## src/rtl/byte_minmax_tracker_pkg.sv

```systemverilog
// Shared types and constants for the byte min/max tracker.
// Holds the FSM state enum, data width and register reset values.
package byte_minmax_tracker_pkg;

    localparam int DATA_W = 8;

    localparam logic [DATA_W-1:0] MAX_RST = 8'h00;
    localparam logic [DATA_W-1:0] MIN_RST = 8'hFF;

    typedef enum logic {
        ACCUM = 1'b0,
        HOLD  = 1'b1
    } state_t;

endpackage

```

## src/rtl/eight_bit_comparator.sv

```systemverilog
// Unsigned 8-bit magnitude comparator.
// G: A > B, E: A == B, L: A < B.
module eight_bit_comparator (
    input  logic [7:0] A,
    input  logic [7:0] B,
    output logic       G,
    output logic       E,
    output logic       L
);

    assign G = (A > B);
    assign E = (A == B);
    assign L = (A < B);

endmodule

```

## src/rtl/byte_minmax_tracker.sv

```systemverilog
// Per-frame max/min tracker over WINDOW unsigned byte samples.
// Define MINMAX_RANGE_EN to add the registered range_out = max - min.
module byte_minmax_tracker
    import byte_minmax_tracker_pkg::*;
#(
    parameter int WINDOW = 8
) (
    input  logic              clk,
    input  logic              rst,
    input  logic              clear,
    input  logic              in_valid,
    output logic              in_ready,
    input  logic [DATA_W-1:0] in_data,
    output logic              out_valid,
    input  logic              out_ready,
    output logic [DATA_W-1:0] max_out,
    output logic [DATA_W-1:0] min_out,
`ifdef MINMAX_RANGE_EN
    output logic [DATA_W-1:0] range_out,
`endif
    output logic [DATA_W-1:0] count_out
);

    localparam logic [DATA_W-1:0] LAST = DATA_W'(WINDOW - 1);

    state_t            state_q, state_d;
    logic [DATA_W-1:0] count_q, count_d;
    logic [DATA_W-1:0] max_q, max_d;
    logic [DATA_W-1:0] min_q, min_d;

    logic accept;
    logic first;
    logic last;

    logic max_g;
    logic max_e_unused;
    logic max_l_unused;
    logic min_l;
    logic min_e_unused;
    logic min_g_unused;

    eight_bit_comparator u_cmp_max (
        .A (in_data),
        .B (max_q),
        .G (max_g),
        .E (max_e_unused),
        .L (max_l_unused)
    );

    eight_bit_comparator u_cmp_min (
        .A (in_data),
        .B (min_q),
        .G (min_g_unused),
        .E (min_e_unused),
        .L (min_l)
    );

    assign in_ready  = (state_q == ACCUM) && !clear;
    assign out_valid = (state_q == HOLD);
    assign accept    = in_valid && in_ready;
    assign first     = (count_q == '0);
    assign last      = (count_q == LAST);

    always_ff @(posedge clk or posedge rst) begin
        if (rst) begin
            state_q <= ACCUM;
        end else begin
            state_q <= state_d;
        end
    end

    always_comb begin
        state_d = state_q;
        if (clear) begin
            state_d = ACCUM;
        end else begin
            unique case (state_q)
                ACCUM: begin
                    if (accept && last) begin
                        state_d = HOLD;
                    end
                end
                HOLD: begin
                    if (out_ready) begin
                        state_d = ACCUM;
                    end
                end
            endcase
        end
    end

    // Max/min survive clear and consume; only the next first sample reloads them.
    always_comb begin
        count_d = count_q;
        max_d   = max_q;
        min_d   = min_q;
        if (clear) begin
            count_d = '0;
        end else if (out_valid && out_ready) begin
            count_d = '0;
        end else if (accept) begin
            count_d = count_q + 8'd1;
            if (first) begin
                max_d = in_data;
                min_d = in_data;
            end else begin
                if (max_g) begin
                    max_d = in_data;
                end
                if (min_l) begin
                    min_d = in_data;
                end
            end
        end
    end

    always_ff @(posedge clk or posedge rst) begin
        if (rst) begin
            count_q <= '0;
            max_q   <= MAX_RST;
            min_q   <= MIN_RST;
        end else begin
            count_q <= count_d;
            max_q   <= max_d;
            min_q   <= min_d;
        end
    end

`ifdef MINMAX_RANGE_EN
    logic [DATA_W-1:0] range_q, range_d;

    always_comb begin
        range_d = range_q;
        if (!clear && accept) begin
            range_d = max_d - min_d;
        end
    end

    always_ff @(posedge clk or posedge rst) begin
        if (rst) begin
            range_q <= '0;
        end else begin
            range_q <= range_d;
        end
    end

    assign range_out = range_q;
`endif

    assign max_out   = max_q;
    assign min_out   = min_q;
    assign count_out = count_q;

endmodule

```

## config.mk

```make
export PLATFORM = sky130hd
export DESIGN_NAME = byte_minmax_tracker
export DESIGN_NICKNAME = d
export VERILOG_FILES = /design/src/rtl/byte_minmax_tracker_pkg.sv /design/src/rtl/eight_bit_comparator.sv /design/src/rtl/byte_minmax_tracker.sv
export SDC_FILE = /design/constraint.sdc
export NUM_CORES = 1
export LEC_CHECK = 0
export CAP_MARGIN = 40
export CORE_ASPECT_RATIO = 2
export CORE_MARGIN = 2
export CORE_UTILIZATION = 25
export DETAILED_ROUTE_END_ITERATION = 7
export PLACE_DENSITY_LB_ADDON = 0.25
export RECOVER_POWER = 100
export SLEW_MARGIN = 10
export SYNTH_ARGS = -nofsm -noshare
export SYNTH_HDL_FRONTEND = slang
export SYNTH_SLANG_ARGS = --single-unit
```

## constraint.sdc

```tcl
create_clock -name clk -period 2.7 [get_ports clk]
set_input_delay 0.54 -clock clk [delete_from_list [all_inputs] [get_ports clk]]
set_output_delay 0.54 -clock clk [all_outputs]
set_load 0.02 [all_outputs]
```

==> impl_metrics.toml, run 1 <==
[worst_hold_path]
hold_path_class = "reg -> reg"

[outcome]
outcome = "completed"

[global_route]
grt_max_degree = 26
antenna_found_initial = 0
grt.overflow.total = 0
grt_use_total = 0.121
grt_pass1_vias = 1271
grt_pass1_wl_um = 6190

[logic_synthesis]
yosysUniqueCellTypes = 31
synth_xor_xnor_area_share = 0.0281
synth_compound_gate_area_share = 0.103
syn-cell-area_um2 = 1560
synthTopCellsByArea = "dfrtp_1, mux2_4, ha_1"
synth_fa_ha_area_frac = 0.136
syn_inst = 136
ys_ff_latch = 25
synth_top_area_frac = 0.273
syn_avg_cell_area_um2 = 11.5
synthSimpleGateAreaFrac = 0.123
syn_nets = 166
yosys_warnings = 0
seq_area_frac_synth = 0.408
synth_top_cell_by_area = "dfrtp_1"
synth_top_family_by_area = "multiplexers"
synthMuxAreaShare = 0.154

[clock_tree]
path_clk_slew_ps = 60
cts_buffer_depth = 2
clkLatencyLatePin_ps = 260
post_cts_buffers = 0
cts_tree = "done"
ctsResizeCount = 0
htreeDepth = 1
numCtsBuffers = 3
cts-root-buf = "clkbuf_16"
cts.sinks = 25
holdBufCountCts = 0

[pwr]
total_power_mw = 1.75
p_leak_nw = 1.01
vdd_drop_max_mv = 0.305
cellPowerDensity_nw_per_um2 = 815

[sta]
finClkSkew_ps = 1.58
final-hold-violation-count = 0
period_minus_slack_ps = 2530
setup_viol_count_final = 0
finalSetupTns_ps = 0
worst_pin_slew_ps = 1450
rsz0062_at_grt = "false"
relSlewSlack = 0.0309
final_max_slew_viol_count = 0
finalCritPeriodShare = 0.938
fmax_ghz = 0.395

[layout]
drive_gt1_frac = 0.197
diodes = 0
syn2layout_area_growth_pct = 38.0
final_common_cell = "dlygate4sd3_1"
layout_common_cells = "dlygate4sd3_1, inv_1, ha_1, dfrtp_1"
fin_nets = 219

[floorplan]
start_util = 0.260
core_um2 = 6010
io_pins = 39
die_w_um = 59.8
rows = 40
die-height_um = 116
die-area_um2 = 6920

[detailed_routing]
drtPass1Iterations = 2
vias = 1185
wire_per_inst_um = 15.3
via_per_inst = 4.72
totalWireLength_um = 3840
drc_errors = 0
antenna_left = 0
drt_iter0_drc = 36

[placed_design]
place.gp.congestion = 0.762
place_hpwl_um = 3060
place.port_buffers = 38

[critical_path]
cp-end-kind = "output pin"
crit_slowest_cell = "dlygate4sd3_1"
slowest_delay_ps = 710
crit_top_cell = "dlygate4sd3_1"
worst-path-buf-inv = 2
worst_ep_required_time_ps = 2160
critPathArrivalTime_ps = 1990
cp_max_fo = 3
crit_chain = "dlygate4sd3_1 > nor2_1 > dlygate4sd3_1"
critical_path_class = "in -> out"
critPathTopFamily = "buffers and inverters"
start_kind = "primary input"

[flow_run]
cap_violations = 0
worst paths after layout:
check	startpoint	to	slack, ps	cells past startpoint
max	clear	in_ready	170	3
min	max_out[3]$_DFFE_PP0P_	max_out[3]$_DFFE_PP0P_	520	1
max reg2reg	min_out[1]$_DFFE_PP1P_	min_out[0]$_DFFE_PP1P_	560	7
min reg2reg	max_out[3]$_DFFE_PP0P_	max_out[3]$_DFFE_PP0P_	520	1
max in group asynchronous	rst	max_out[6]$_DFFE_PP0P_	640	3
min in group asynchronous	rst	max_out[5]$_DFFE_PP0P_	1210	3
where the power goes:
part	leakage [nW]	switching (mW)	total, mW	internal [mW]
logic	0.673	0.406	0.817	0.411
clock network	0.0382	0.134	0.336	0.202
registers	0.302	0.0859	0.599	0.513
total	1.01	0.626	1.75	1.13
Yosys cell counts:
library cell / n
ha_1: 17
nand3_1: 3
nor2_1: 9
inv_1: 20
and2_1: 1
a211oi_1: 1
a21oi_4: 1
and2_2: 1
nor3_1: 1
nor2b_1: 1
xor2_1: 4
dfstp_2: 8
nand2_1: 6
or3_1: 1
or4_4: 1
and4b_4: 1
nand4_1: 5
o41ai_1: 1
a21oi_1: 5
a21boi_0: 1
o21ai_0: 5
xnor2_1: 1
nor2_2: 1
a2111oi_4: 1
o211ai_1: 1
a21o_1: 3
and4_2: 1
mux2_4: 16
nor3_4: 1
a211oi_2: 1
dfrtp_1: 17
through the flow:
step,utilization,hold WS [ps],setup slack (ps),std cells,cell area (µm²)
6_report,0.358,523,166,251,2150
5_1_grt,0.358,557,86.7,251,2150
4_1_cts,0.364,548,318,251,2180
3_5_place_dp,0.351,532,33.3,247,2110
3_3_place_gp,0.351,524,9.76,247,2110
2_1_floorplan,-,561,485,136,1560
routing by layer:
| layer | GRT usage | share of wire | vias up |
|---|---|---|---|
| met5 | 0 | 0 | - |
| met4 | 0.0400 | 0.016 | 0 |
| met3 | 0.0234 | 0.048 | 5 |
| met2 | 0.233 | 0.59 | 27 |
| met1 | 0.124 | 0.35 | 578 |
| li1 | - | - | 575 |
final cells by class:
type	instances	area (µm²)
clock buffers	4	78.8
fillers	634	3850
inverters	20	75.1
multi-input cells	91	821
flip-flops and latches	25	636
well taps	63	78.8
repair buffers	48	462
state kept, by name (all words and copies together), names as in the netlist:
register	cells
max_out	8
min_out	8
out_valid	1
count_out	8
logic make-up (layout without fill, tap and decap cells):
| family | count (synthesis) | count (layout) |
|---|---|---|
| AND/OR/NAND/NOR | 33 | 33 |
| flip-flops | 25 | 25 |
| AO/OA/AOI/OAI | 20 | 20 |
| adder cells (fa/ha/maj) | 17 | 17 |
| multiplexers | 16 | 16 |
| buffers and inverters | 20 | 72 |
| XOR/XNOR | 5 | 5 |
(Power assumes the default switching activity.)
==> inputs of run 2 (changes only) <==
--- a/config.mk
+++ b/config.mk
@@ -10,7 +10,9 @@
 export CORE_MARGIN = 2
 export CORE_UTILIZATION = 25
 export DETAILED_ROUTE_END_ITERATION = 7
-export PLACE_DENSITY_LB_ADDON = 0.25
+export GPL_ROUTABILITY_DRIVEN = 0
+export MAX_ROUTING_LAYER = met4
+export PLACE_DENSITY = 0.47
 export RECOVER_POWER = 100
 export SLEW_MARGIN = 10
 export SYNTH_ARGS = -nofsm -noshare
==> run 2 against run 1 <==
  * Global-route usage grew 0.91 points
  * Clock skew increased by 2.9 ps
  * Cell area up 1.2%
  * Setup slack improved by 16 ps
  * Clock power up 1%
  * Count of clock-buffer cells in the layout is 1 lower
  * First-iteration DRC count is 50% lower
  * Final cell count up 1.6%
  * Maximum frequency increased by 0.62%
  * Hold slack improved by 5.0 ps
  * Non-clock buffer count up 4
  * Core utilization increased by 0.42 points
  * Critical endpoint is now max_out[5]$_DFFE_PP0P_
==> impl_metrics.toml, run 2 (synthesis gave the netlist of run 1 again) <==
[floorplan]
die_w_um = 59.8
io_pins = 39
rows = 40
start_util = 0.260
die-area_um2 = 6920
die-height_um = 116
core_um2 = 6010

[critical_path]
critPathCapture = "max_out[5]$_DFFE_PP0P_"
r2r-start = "min_out[7]$_DFFE_PP1P_"
worst_ep_required_time_ps = 2850
critPathArrivalTime_ps = 2670
reg2reg_depth = 9
slowest_delay_ps = 620
r2r_slack_ps = 550
critical_path_class = "in -> reg"
crit_slowest_cell = "dlygate4sd3_1"
crit_start = "in_data[1]"
cp-end-kind = "flop"
rr_endpoint = "min_out[1]$_DFFE_PP1P_"
crit_chain = "dlygate4sd3_1 > ha_1 > nand4_1 > nor2_1 > a211oi_2 > nor3_4 > buf_4 > mux2_1"
cp_max_fo = 4
start_kind = "primary input"

[clock_tree]
path_clk_slew_ps = 70
htreeDepth = 1
cts.sinks = 25
cts_buffer_depth = 2
cts_tree = "done"
holdBufCountCts = 0
ctsResizeCount = 0
numCtsBuffers = 3
clkLatencyLatePin_ps = 260
cts-root-buf = "clkbuf_16"
post_cts_buffers = 0

[detailed_routing]
dr_wl_met3_um = 114
antenna_left = 0
via_per_inst = 4.75
highest_layer = "met4"
vias = 1210
wl_met1_um = 1340
drc_errors = 0
totalWireLength_um = 4050
met2_length_um = 2550
wire_per_inst_um = 15.9
drt_iter0_drc = 18
drtPass1Iterations = 4

[global_route]
grt_max_degree = 26
grt.overflow.total = 0
grt_pass1_vias = 1367
grt_pass1_wl_um = 6580
antenna_found_initial = 0
grt_use_total = 0.131

[sta]
final_max_slew_viol_count = 0
setup_viol_count_final = 0
layout_setup_ws_ps = 182
finClkSkew_ps = 4.51
period_minus_slack_ps = 2520
relSlewSlack = 0.0615
rsz0062_at_grt = "false"
final-hold-violation-count = 0
fmax_ghz = 0.397
finalSetupTns_ps = 0
worst_pin_slew_ps = 1410
hold_slack_ps = 528
finalCritPeriodShare = 0.933

[pwr]
p_leak_nw = 1.03
total_power_mw = 1.81
vdd_drop_max_mv = 0.220
cellPowerDensity_nw_per_um2 = 830

[layout]
stdcell_area_um2 = 2180
final_common_cell = "dlygate4sd3_1"
postLayoutCoreUtil = 0.362
syn2layout_area_growth_pct = 39.6
stdcell_count = 255
drive_gt1_frac = 0.224
diodes = 0
fin_nets = 223
layout_common_cells = "dlygate4sd3_1, inv_1, ha_1, dfrtp_1, mux2_4"

[placed_design]
dp_slack_ps = -7.16
place_area_um2 = 2120
place_hpwl_um = 3380
dp_cells = 251
place.port_buffers = 38

[worst_hold_path]
hold_path_class = "reg -> reg"

[flow_run]
cap_violations = 0

[outcome]
outcome = "completed"
## run 2: worst max-delay path, delay by kind of cell
family          cells  cell delay [ps]
buf+inv             2              790
fa+ha+maj           1              330
simple gates        3              590
mux                 1              320
compound gates      1               90
## run 2: routing by layer
layer,track usage,vias to the layer above
met2,0.262,25
met5,-,-
li1,-,584
met3,0.0156,5
met1,0.123,596
met4,0.0311,0
## run 2: final cells by class
| cell class | instances | area (µm²) |
|---|---|---|
| fill | 632 | 3830 |
| multi-input combinational | 91 | 832 |
| sequential | 25 | 636 |
| timing repair buffer | 52 | 472 |
| tap | 63 | 78.8 |
| clock buffer | 3 | 75.1 |
| inverter | 20 | 75.1 |
| clock inverter | 1 | 7.51 |
## run 2: how the worst min path moves through the flow
stage                                 startpoint                  endpoint  slack, ps  cells after the start
final                     max_out[0]$_DFFE_PP0P_    max_out[0]$_DFFE_PP0P_        530                      1
after global routing      max_out[0]$_DFFE_PP0P_    max_out[0]$_DFFE_PP0P_        570                      1
after CTS                 max_out[2]$_DFFE_PP0P_    max_out[2]$_DFFE_PP0P_        560                      1
after detailed placement  max_out[0]$_DFFE_PP0P_    max_out[0]$_DFFE_PP0P_        540                      1
after floorplan                              rst  count_out[0]$_DFFE_PP0P_        560                      1
after global placement    max_out[2]$_DFFE_PP0P_    max_out[2]$_DFFE_PP0P_        530                      1
## run 2: report_power, final
group / switching (mW) / internal [mW]
Sequential: 0.0986 / 0.512
Combinational: 0.420 / 0.435
Clock: 0.139 / 0.201
==> inputs of run 3 (changes only) <==
--- a/config.mk
+++ b/config.mk
@@ -8,11 +8,11 @@
 export CAP_MARGIN = 40
 export CORE_ASPECT_RATIO = 2
 export CORE_MARGIN = 2
-export CORE_UTILIZATION = 25
+export CORE_UTILIZATION = 49
 export DETAILED_ROUTE_END_ITERATION = 7
 export GPL_ROUTABILITY_DRIVEN = 0
 export MAX_ROUTING_LAYER = met4
-export PLACE_DENSITY = 0.47
+export PLACE_DENSITY = 0.81
 export RECOVER_POWER = 100
 export SLEW_MARGIN = 10
 export SYNTH_ARGS = -nofsm -noshare
==> run 3 against run 2 <==
  * Sequential cell count unchanged
  * Sequential share of layout area increased by 1.5 points
  * Maximum frequency decreased by 0.37%
  * Highest routed layer unchanged
  * Critical path depth unchanged
  * Via count decreased by 0.17%
  * Largest power group unchanged
  * Sequential power decreased by 3%
  * Hold slack improved by 18 ps
  * Global-route usage increased by 8.6 points
  * First-iteration DRC count decreased by 22%
  * Critical path type unchanged
  * Cell area decreased by 5.0%
  * Clock power decreased by 32%
  * Non-clock buffer count decreased by 6
==> impl_metrics.toml, run 3 (synthesis gave the netlist of run 1 again) <==
[detailed_routing]
wire_per_inst_um = 16.5
vias = 1208
drt_iter0_drc = 14
totalWireLength_um = 3590
via_per_inst = 5.57
antenna_left = 0
drtPass1Iterations = 4
drc_errors = 0

[clock_tree]
numCtsBuffers = 3
clkLatencyLatePin_ps = 280
path_clk_slew_ps = 100
cts_buffer_depth = 2
post_cts_buffers = 0
cts.sinks = 25
ctsResizeCount = 0
cts-root-buf = "clkbuf_8"
htreeDepth = 1
holdBufCountCts = 0
cts_tree = "done"

[floorplan]
die-area_um2 = 3680
rows = 29
start_util = 0.500
die-height_um = 83.8
core_um2 = 3120
die_w_um = 43.9
io_pins = 39

[placed_design]
place_hpwl_um = 2860
dp_cells = 213
place.port_buffers = 38

[critical_path]
cp_max_fo = 5
crit_slowest_cell = "dlygate4sd3_1"
start_kind = "primary input"
cp-end-kind = "flop"
worst_ep_required_time_ps = 2860
critPathArrivalTime_ps = 2690
crit_chain = "dlygate4sd3_1 > ha_1 > nand4_1 > nor2_1 > a211oi_1 > nor3_4 > buf_4 > mux2_4"
slowest_delay_ps = 600
critical_path_class = "in -> reg"

[flow_run]
cap_violations = 0

[outcome]
outcome = "completed"

[sta]
finalSetupTns_ps = 0
worst_pin_slew_ps = 1330
final-hold-violation-count = 0
fmax_ghz = 0.396
finalCritPeriodShare = 0.936
relSlewSlack = 0.112
finClkSkew_ps = 7.57
period_minus_slack_ps = 2530
final_max_slew_viol_count = 0
setup_viol_count_final = 0
rsz0062_at_grt = "false"

[worst_hold_path]
hold_path_class = "reg -> reg"

[global_route]
grt_max_degree = 26
grt.overflow.total = 0
grt_use_total = 0.216
grt_pass1_vias = 1307
antenna_found_initial = 0
grt_pass1_wl_um = 5930

[pwr]
vdd_drop_max_mv = 0.407
cellPowerDensity_nw_per_um2 = 816
p_leak_nw = 1.01
total_power_mw = 1.69

[layout]
fin_nets = 217
drive_gt1_frac = 0.215
postLayoutCoreUtil = 0.662
layout_common_cells = "dlygate4sd3_1, inv_1, ha_1, dfrtp_1, mux2_4"
syn2layout_area_growth_pct = 32.6
fillers = 245
stdcell_count = 217
diodes = 0
final_common_cell = "dlygate4sd3_1"
[run 3: cell count changes in the layout (fill, tap and decap cells not counted)]
cell / before / now
a211oi_1: 1 / 2
a211oi_2: 1 / 0
buf_4: 10 / 5
mux2_4: 12 / 15
clkbuf_8: 0 / 3
clkbuf_16: 3 / 0
clkbuf_1: 3 / 2
mux2_1: 4 / 1
[run 3: per-layer routing]
layer	up-vias	track usage	share of wire
met5	-	-	0
met4	0	0.0964	0.036
met2	38	0.396	0.58
met3	11	0.0173	0.036
li1	571	-	-
met1	588	0.218	0.35
[run 3: power by group]
part	switching, mW	internal (mW)	leakage (nW)
Sequential	0.0835	0.511	0.302
Clock	0.128	0.105	0.0217
Combinational	0.423	0.436	0.682
Total	0.635	1.05	1.01
[run 3: through the flow]
| step | hold WS, ps | setup slack [ps] | area [µm²] |
|---|---|---|---|
| after floorplan | 561 | 485 | 1560 |
| after CTS | 555 | 283 | 2090 |
| after global placement | 526 | 70.4 | 2040 |
| after global routing | 563 | 66.7 | 2070 |
| after detailed placement | 533 | -4.98 | 2040 |
| final | 546 | 172 | 2070 |
[run 3: cell type report]
class                           instances  area, µm²  area share
Clock inverter                          1       7.51     0.00363
Sequential cell                        25        636       0.308
Multi-Input combinational cell         91        838       0.406
Inverter                               20       75.1      0.0363
Clock buffer                            3       41.3      0.0200
Timing Repair Buffer                   46        430       0.208
Tap cell                               31       38.8      0.0188
[run 3: critical path: cells and delay by family]
kind,cells,cell delay [ps]
fa+ha+maj,1,340
simple gates,3,580
mux,1,300
buf+inv,2,790
compound gates,1,130
[run 3: worst paths after layout]
| path | startpoint | to | slack (ps) | cells past startpoint |
|---|---|---|---|---|
| worst max-delay path | in_data[5] | max_out[1]$_DFFE_PP0P_ | 170 | 8 |
| worst min-delay path | max_out[3]$_DFFE_PP0P_ | max_out[3]$_DFFE_PP0P_ | 550 | 1 |
| worst max register to register | min_out[7]$_DFFE_PP1P_ | min_out[4]$_DFFE_PP1P_ | 510 | 9 |
| worst min register to register | max_out[3]$_DFFE_PP0P_ | max_out[3]$_DFFE_PP0P_ | 550 | 1 |
| max in group asynchronous | rst | max_out[1]$_DFFE_PP0P_ | 780 | 3 |
| min in group asynchronous | rst | count_out[3]$_DFFE_PP0P_ | 1140 | 3 |
